**src/rtl/pcm_to_i2s.sv**
```systemverilog
// pcm_to_i2s: I2S transmitter with one-pair pending buffer, MSB first, one-bit delay after ws edges
module pcm_to_i2s #(
   parameter int NUMBER_OF_BITS = 8,
   parameter int SLOT_BITS      = 16,
   parameter int HALF_PERIOD    = 2
) (
   input  logic                      clk,
   input  logic                      reset,
   input  logic                      enable,
   input  logic [NUMBER_OF_BITS-1:0] sample_left,
   input  logic [NUMBER_OF_BITS-1:0] sample_right,
   input  logic                      sample_valid,
   output logic                      sample_ready,
   output logic                      sck,
   output logic                      ws,
   output logic                      sd,
   output logic                      frame_start,
   output logic                      underrun
);
   localparam int N  = NUMBER_OF_BITS;
   localparam int SW = $clog2(2 * SLOT_BITS);
   localparam int DW = HALF_PERIOD > 1 ? $clog2(HALF_PERIOD) : 1;
   localparam logic [DW-1:0] DIV_LAST  = DW'(HALF_PERIOD - 1);
   localparam logic [SW-1:0] SLOT_LAST = SW'(2 * SLOT_BITS - 1);
   localparam logic [SW-1:0] WS_BEG    = SW'(SLOT_BITS);
   localparam logic [SW-1:0] L_END     = SW'(N);
   localparam logic [SW-1:0] R_BEG     = SW'(SLOT_BITS + 1);
   localparam logic [SW-1:0] R_END     = SW'(SLOT_BITS + N);

   if (SLOT_BITS < NUMBER_OF_BITS + 1) begin : g_bad_slot
      $error("SLOT_BITS must be >= NUMBER_OF_BITS+1");
   end
   if (HALF_PERIOD < 1) begin : g_bad_half
      $error("HALF_PERIOD must be >= 1");
   end

   typedef enum logic {IDLE, RUN} state_t;

   state_t          state_q, state_d;
   logic [DW-1:0]   div_q, div_d;
   logic [SW-1:0]   slot_q, slot_d, ns;
   logic            sck_q, sck_d, ws_q, ws_d, sd_q, sd_d;
   logic            fs_q, fs_d, ur_q, ur_d;
   logic            pf_q, pf_d;
   logic [N-1:0]    pl_q, pl_d, pr_q, pr_d, shl_q, shl_d, shr_q, shr_d;
   logic            accept, load, in_l, in_r;

   always_comb begin
      state_d = state_q;
      div_d   = div_q;
      slot_d  = slot_q;
      sck_d   = sck_q;
      ws_d    = ws_q;
      sd_d    = sd_q;
      fs_d    = 1'b0;
      ur_d    = 1'b0;
      shl_d   = shl_q;
      shr_d   = shr_q;
      accept  = sample_valid && !pf_q;
      pf_d    = pf_q | accept;
      pl_d    = accept ? sample_left : pl_q;
      pr_d    = accept ? sample_right : pr_q;
      ns      = slot_q + 1'b1;
      in_l    = ns <= L_END;
      in_r    = ns >= R_BEG && ns <= R_END;
      load    = 1'b0;
      if (state_q == IDLE) begin
         load = enable;
      end else if (div_q == DIV_LAST) begin
         div_d = '0;
         sck_d = !sck_q;
         // falling sck edge: advance slot, or close the frame at the wrap
         if (sck_q && slot_q == SLOT_LAST) begin
            load    = enable;
            state_d = enable ? RUN : IDLE;
            slot_d  = '0;
            ws_d    = 1'b0;
            sd_d    = 1'b0;
         end else if (sck_q) begin
            slot_d = ns;
            ws_d   = ns >= WS_BEG;
            sd_d   = in_l ? shl_q[N-1] : (in_r ? shr_q[N-1] : 1'b0);
            shl_d  = in_l ? shl_q << 1 : shl_q;
            shr_d  = in_r ? shr_q << 1 : shr_q;
         end
      end else begin
         div_d = div_q + 1'b1;
      end
      if (load) begin
         state_d = RUN;
         div_d   = '0;
         slot_d  = '0;
         sck_d   = 1'b0;
         ws_d    = 1'b0;
         sd_d    = 1'b0;
         fs_d    = 1'b1;
         ur_d    = !pf_q;
         shl_d   = pf_q ? pl_q : '0;
         shr_d   = pf_q ? pr_q : '0;
         pf_d    = accept;
      end
   end

   always_ff @(posedge clk) begin
      if (reset) begin
         state_q <= IDLE;
         div_q   <= '0;
         slot_q  <= '0;
         sck_q   <= 1'b0;
         ws_q    <= 1'b0;
         sd_q    <= 1'b0;
         fs_q    <= 1'b0;
         ur_q    <= 1'b0;
         pf_q    <= 1'b0;
         pl_q    <= '0;
         pr_q    <= '0;
         shl_q   <= '0;
         shr_q   <= '0;
      end else begin
         state_q <= state_d;
         div_q   <= div_d;
         slot_q  <= slot_d;
         sck_q   <= sck_d;
         ws_q    <= ws_d;
         sd_q    <= sd_d;
         fs_q    <= fs_d;
         ur_q    <= ur_d;
         pf_q    <= pf_d;
         pl_q    <= pl_d;
         pr_q    <= pr_d;
         shl_q   <= shl_d;
         shr_q   <= shr_d;
      end
   end

   assign sample_ready = !pf_q;
   assign sck          = sck_q;
   assign ws           = ws_q;
   assign sd           = sd_q;
   assign frame_start  = fs_q;
   assign underrun     = ur_q;
endmodule

```
**config.mk**
```make
export PLATFORM = sky130hd
export DESIGN_NAME = pcm_to_i2s
export DESIGN_NICKNAME = d
export VERILOG_FILES = /design/src/rtl/pcm_to_i2s.sv
export SDC_FILE = /design/constraint.sdc
export NUM_CORES = 1
export LEC_CHECK = 0
export ABC_AREA = 1
export CAP_MARGIN = 20
export CELL_PAD_IN_SITES_DETAIL_PLACEMENT = 1
export CELL_PAD_IN_SITES_GLOBAL_PLACEMENT = 2
export CORE_ASPECT_RATIO = 0.5
export CORE_UTILIZATION = 28
export DETAILED_ROUTE_END_ITERATION = 16
export PLACE_DENSITY = 0.84
export SETUP_SLACK_MARGIN = 0.4
export SYNTH_ARGS = -nofsm -noshare
export SYNTH_HDL_FRONTEND = slang
export SYNTH_SLANG_ARGS = --single-unit
```
**constraint.sdc**
```tcl
create_clock -name clk -period 1.8 [get_ports clk]
set_input_delay 0.18 -clock clk [delete_from_list [all_inputs] [get_ports clk]]
set_output_delay 0.18 -clock clk [all_outputs]
set_load 0.02 [all_outputs]
```
# Word-level counts from Yosys, hierarchy flattened
# Index checks and enable logic that the tools add are counted.
# word_totals
output_inout_bits	6
regBits	45
input_bits	20
wordCells	73
# classes
n_reduce_logical	17
bitwise_logic	2
mux	33
magnitude_cmp	4
n_eq_ne	2
n_addsub	2
# ops
operator	n
$mux 8	14
$mux 1	17
$reduce_bool 2->1	6
$ge 5x5->1 const B	2
$mux 5	2
$reduce_and 5->1	2
$add 5x1->5 const B	1
$eq 5x5->1 const B	1
$le 5x4->1 const B	1
$le 5x5->1 const B	1
$reduce_or 2->1	2
$logic_and 1x1->1	3
$reduce_and 3->1	1
$logic_not 1->1	2
$ne 2x2->1 const B	1
$reduce_and 2->1	1
$add 1x1->1 const B	1
$not 1->1	1
$or 1x1->1	1

# Longest topological paths before layout
# logic_depth
word_depth	9
ltp_mapped	15
depth_no_buf	13

# Worst setup path after synthesis
# Ideal clock, no wire load.
# synth_timing
kind	reg2reg
startpoint	register slot_q[0]
endpoint	register shl_q[5]
synth_period_minus_slack_ps	1996
path_slack_ps	-196
arrival_ps	1883
path_stages_with_launch	15
path_buffers	1
cell_sequence	dfxtp_1 > ha_1 > inv_1 > nor3_1 > ha_1 > nand3_1 > nand2_2 > nand2_4 > a21oi_4 > nand2_4 > inv_4 > buf_6 > nand2_1 > nand2_1 > nor2_1
# synth_via
elab_chain_cells	7
word_cells_on_any_way	14
classes_between	add/sub: 1; order compare: 1; eq/ne: 2; mux: 4; reduce/logical: 6
# synth_rtl
element	line_no	text
from (decl)	41	logic [SW-1:0] slot_q, slot_d, ns;
from (signal assigned)	122	slot_q <= slot_d;
branches (longest 7 deep; another with $add 5x1->5)	n/a	
to (signal assigned)	131	shl_q <= shl_d;
to (decl)	45	logic [N-1:0] pl_q, pl_d, pr_q, pr_d, shl_q, shl_d, shr_q, shr_d;
# Parallel ways; which one is timed is not known.
# A chain may end at the register's enable or synchronous reset.

# Final worst setup path
# layout_timing
startpoint	register slot_q[1]
endpoint	register shr_q[0]
# layout_via
elab_chain_cells	7
word_cells_on_any_way	16
classes_between	add/sub: 1; order compare: 2; eq/ne: 2; mux: 4; reduce/logical: 7
# layout_rtl
element	line_no	text
branches (longest 7 deep; another with $add 5x1->5)	n/a	
to (signal assigned)	132	shr_q <= shr_d;
to (decl)	45	
# Parallel ways; which one is timed is not known.

==> impl_metrics.env <==
export IMPL_status="finished, violations left"
export IMPL_violations="negative setup slack"
export IMPL_layout_drive_gt1_share_pct=25.4
export IMPL_utilization_pct=41.6
export IMPL_ir_drop_uv=354
export IMPL_detail_route_first_pass_iterations=4
export IMPL_rsz0062_at_grt="yes"
export IMPL_syn_inst=279
export IMPL_globalRouteMet2Util_pct=24.6
export IMPL_fp_dieW_um=123
export IMPL_path_class="register to register"
export IMPL_hold_path_class="register to register"
export IMPL_slew_headroom_pct=68.7
export IMPL_worstRegToRegCells=12
export IMPL_skew_ns=0.00631
export IMPL_hp_start="sd"
export IMPL_cts_hold_buffers=0
export IMPL_cts_reportedPaths_clkPinSlew_ns=0.06
export IMPL_place_ws_ns=-0.144
export IMPL_path_max_fanout=6
export IMPL_avgSynthCellArea_um2=7.35
export IMPL_worstReg2RegStart="slot_q[1]"
export IMPL_final_hold_viol_count=0
export IMPL_dp_hpwl_mm=3.78
export IMPL_p_leak_nw=1.19
export IMPL_use_met1_pct=19.1
export IMPL_min_period_ns=1.85
export IMPL_start_util_pct=29.8
export IMPL_io_buffers=25
export IMPL_clock_latency_ns=0.28
export IMPL_wl_mm=5.17
export IMPL_finalCritPeriodShare_pct=103
export IMPL_startpoint_type="register"
export IMPL_crit_required_ns=2.03
export IMPL_use_met3_pct=3.01
export IMPL_coreArea_um2=6880
export IMPL_nNetsFinal=350
export IMPL_grt_usage_pct=14.8
export IMPL_fmax_mhz=540
export IMPL_synth_seq_cells=44
export IMPL_grt_pass1_vias=1923
export IMPL_drv_cap=0
export IMPL_r2r_end="shr_q[0]"
export IMPL_vias_per_cell=4.60
export IMPL_vias=1928
export IMPL_ios=26
export IMPL_synthFlopType="dfxtp_1"
export IMPL_tritoncts="built"
export IMPL_grt_pass1_wl_mm=8.93
export IMPL_slew_viol_final=0
export IMPL_holdWs_ns=0.467
export IMPL_synth_edf_count=0
export IMPL_syn_to_final_growth_pct=39.8
export IMPL_grt_max_degree=33
export IMPL_cts_root_buf="clkbuf_16"
export IMPL_drtIter0Drc=36
export IMPL_fin_cells=419
export IMPL_die_h_um=62.5
export IMPL_rows=21
export IMPL_setup_tns_ns=-0.576
export IMPL_async_flop_share_pct=0
export IMPL_cp_end_kind="register"
export IMPL_cts_buffers=5
export IMPL_synth_warnings=0
export IMPL_whs_path_depth=2
export IMPL_cellPowerDensity_nw_per_um2=792
export IMPL_worst_slew_pin_slew_ns=0.468
export IMPL_antenna_found_initial=0
export IMPL_grt_overflow=0
export IMPL_wl_per_cell_um=12.3
export IMPL_arrival_ns=2.08
export IMPL_dp_cells=403
export IMPL_gp_congestion=0.748
export IMPL_drc=0
export IMPL_netlist_area_um2=2050
export IMPL_clock_sinks=44
export IMPL_dieArea_um2=7690
export IMPL_ys_seq_area_share_pct=43.0
export IMPL_min_to="sd"
export IMPL_n_antenna_cell=0
export IMPL_r2r_slack_ns=-0.05
export IMPL_grt_busiest_layer="met2"
export IMPL_synth_fp_nets=303
export IMPL_ys_types=27
export IMPL_ant_nets=0
export IMPL_cts_buffer_depth=2
export IMPL_h_tree_depth=2
export IMPL_setup_viol=16
export IMPL_finalWorstSetupSlack_ns=-0.0519
## where the power goes
group          total, mW  internal (mW)  switching, mW
Combinational      0.318          0.150          0.168
Clock              0.893          0.511          0.382
Sequential          1.06           1.03         0.0341
Total               2.27           1.69          0.584
## registers in the layout, indices dropped and copies added, names as in the netlist
signal and cells:
pl_q 8, pr_q 8, shl_q 8, shr_q 8, slot_q 5, div_q 1
frame_start 1, pf_q 1, sck 1, sd 1, state_q 1, underrun 1
## how the worst max path moves through the flow
stage	start	cells past startpoint	end
4_1_cts	slot_q[1]	14	shl_q[2]
3_5_place_dp	slot_q[1]	12	shr_q[0]
3_3_place_gp	slot_q[1]	12	shr_q[0]
6_report	slot_q[1]	12	shr_q[0]
5_1_grt	slot_q[1]	14	shr_q[1]
2_1_floorplan	slot_q[0]	14	shl_q[7]
## what timing repair did
item                       in CTS  in global routing
pin swaps                       7                  6
gates cloned                    1                  0
gates resized for setup        19                 13
setup endpoints to repair      31                 28
buffers inserted                4                  3
## kinds of logic (layout without fill, tap and decap cells)
| logic type | after synthesis | count (layout) | synth area share [%] |
|---|---|---|---|
| fa+ha+maj | 4 | 4 | 2.44 |
| flops | 44 | 44 | 43.0 |
| buf+inv | 32 | 80 | 7.93 |
| simple gates | 156 | 156 | 34.2 |
| compound gates | 43 | 43 | 12.4 |
## stage by stage
stage | area, um2 | power (mW)
6_report | 2870 | 2.27
4_1_cts | 2800 | 2.29
5_1_grt | 2870 | 2.40
2_1_floorplan | 2110 | 1.26
3_3_place_gp | 2570 | 1.37
3_5_place_dp | 2570 | 1.38
## metal layers
layer  vias up  wire [um]
met5         -          0
met4         0         60
met3         8        154
met2        23       2420
met1       913       2540
li1        984          -
## cells in the mapped netlist, drive strengths merged, types with 2 or more instances
cell type	n	area (um2)
dfxtp	44	881
ha	4	50.1
nand2	71	312
a22oi	9	67.6
nand3	6	45.0
nor2	65	251
a21oi	14	81.3
nand4	2	12.5
inv	21	81.3
buf	8	70.1
nand3b	7	52.6
o21ai	17	85.1
clkbuf	3	11.3
nor3	4	20.0
## layout make-up
| type | instances | area (um2) |
|---|---|---|
| inverters | 21 | 91.3 |
| multi-input cells | 203 | 1120 |
| fillers | 833 | 4020 |
| flip-flops and latches | 44 | 888 |
| clock inverters | 3 | 18.8 |
| well taps | 92 | 115 |
| repair buffers | 51 | 505 |
| clock buffers | 5 | 125 |
## worst max-delay path, stage by stage (launching register included)
cell and delay (ns):
dfxtp_4 0.35, ha_4 0.16, inv_2 0.05, nor3_2 0.04, ha_2 0.20, buf_6 0.11
or2_4 0.23, a21oi_4 0.25, buf_6 0.17, nand2_4 0.07, nand2_2 0.06, nand2_1 0.04
nor2_1 0.07
## layout by cell type, fill, tap and decap left out
master,netlist,routed
nand3_1,3,1
a22oi_2,0,4
nand2_1,61,52
buf_4,2,18
a21boi_2,0,1
clkinv_8,0,1
dlygate4sd2_1,0,4
nor2_2,0,3
nand3b_1,7,7
o211ai_1,1,1
a22oi_1,9,5
clkinv_2,0,2
nand2_4,4,7
dfxtp_4,0,2
inv_1,17,15
clkbuf_16,0,5
a21oi_4,1,1
nor2_1,64,60
nand4_1,2,2
ha_4,0,1
clkdlybuf4s50_1,0,21
nand3_2,3,5
a21oi_1,13,12
ha_1,4,2
o21ai_0,17,17
a21oi_2,0,1
buf_6,4,4
dfxtp_1,44,42
nor3_2,0,2
buf_12,0,4
ha_2,0,1
o22ai_1,1,1
or2_4,1,1
inv_2,3,5
nor2_4,1,2
clkinv_4,0,1
nand2_2,6,12
nor3_1,4,2
Note: power is estimated with default switching activity, not from simulation.
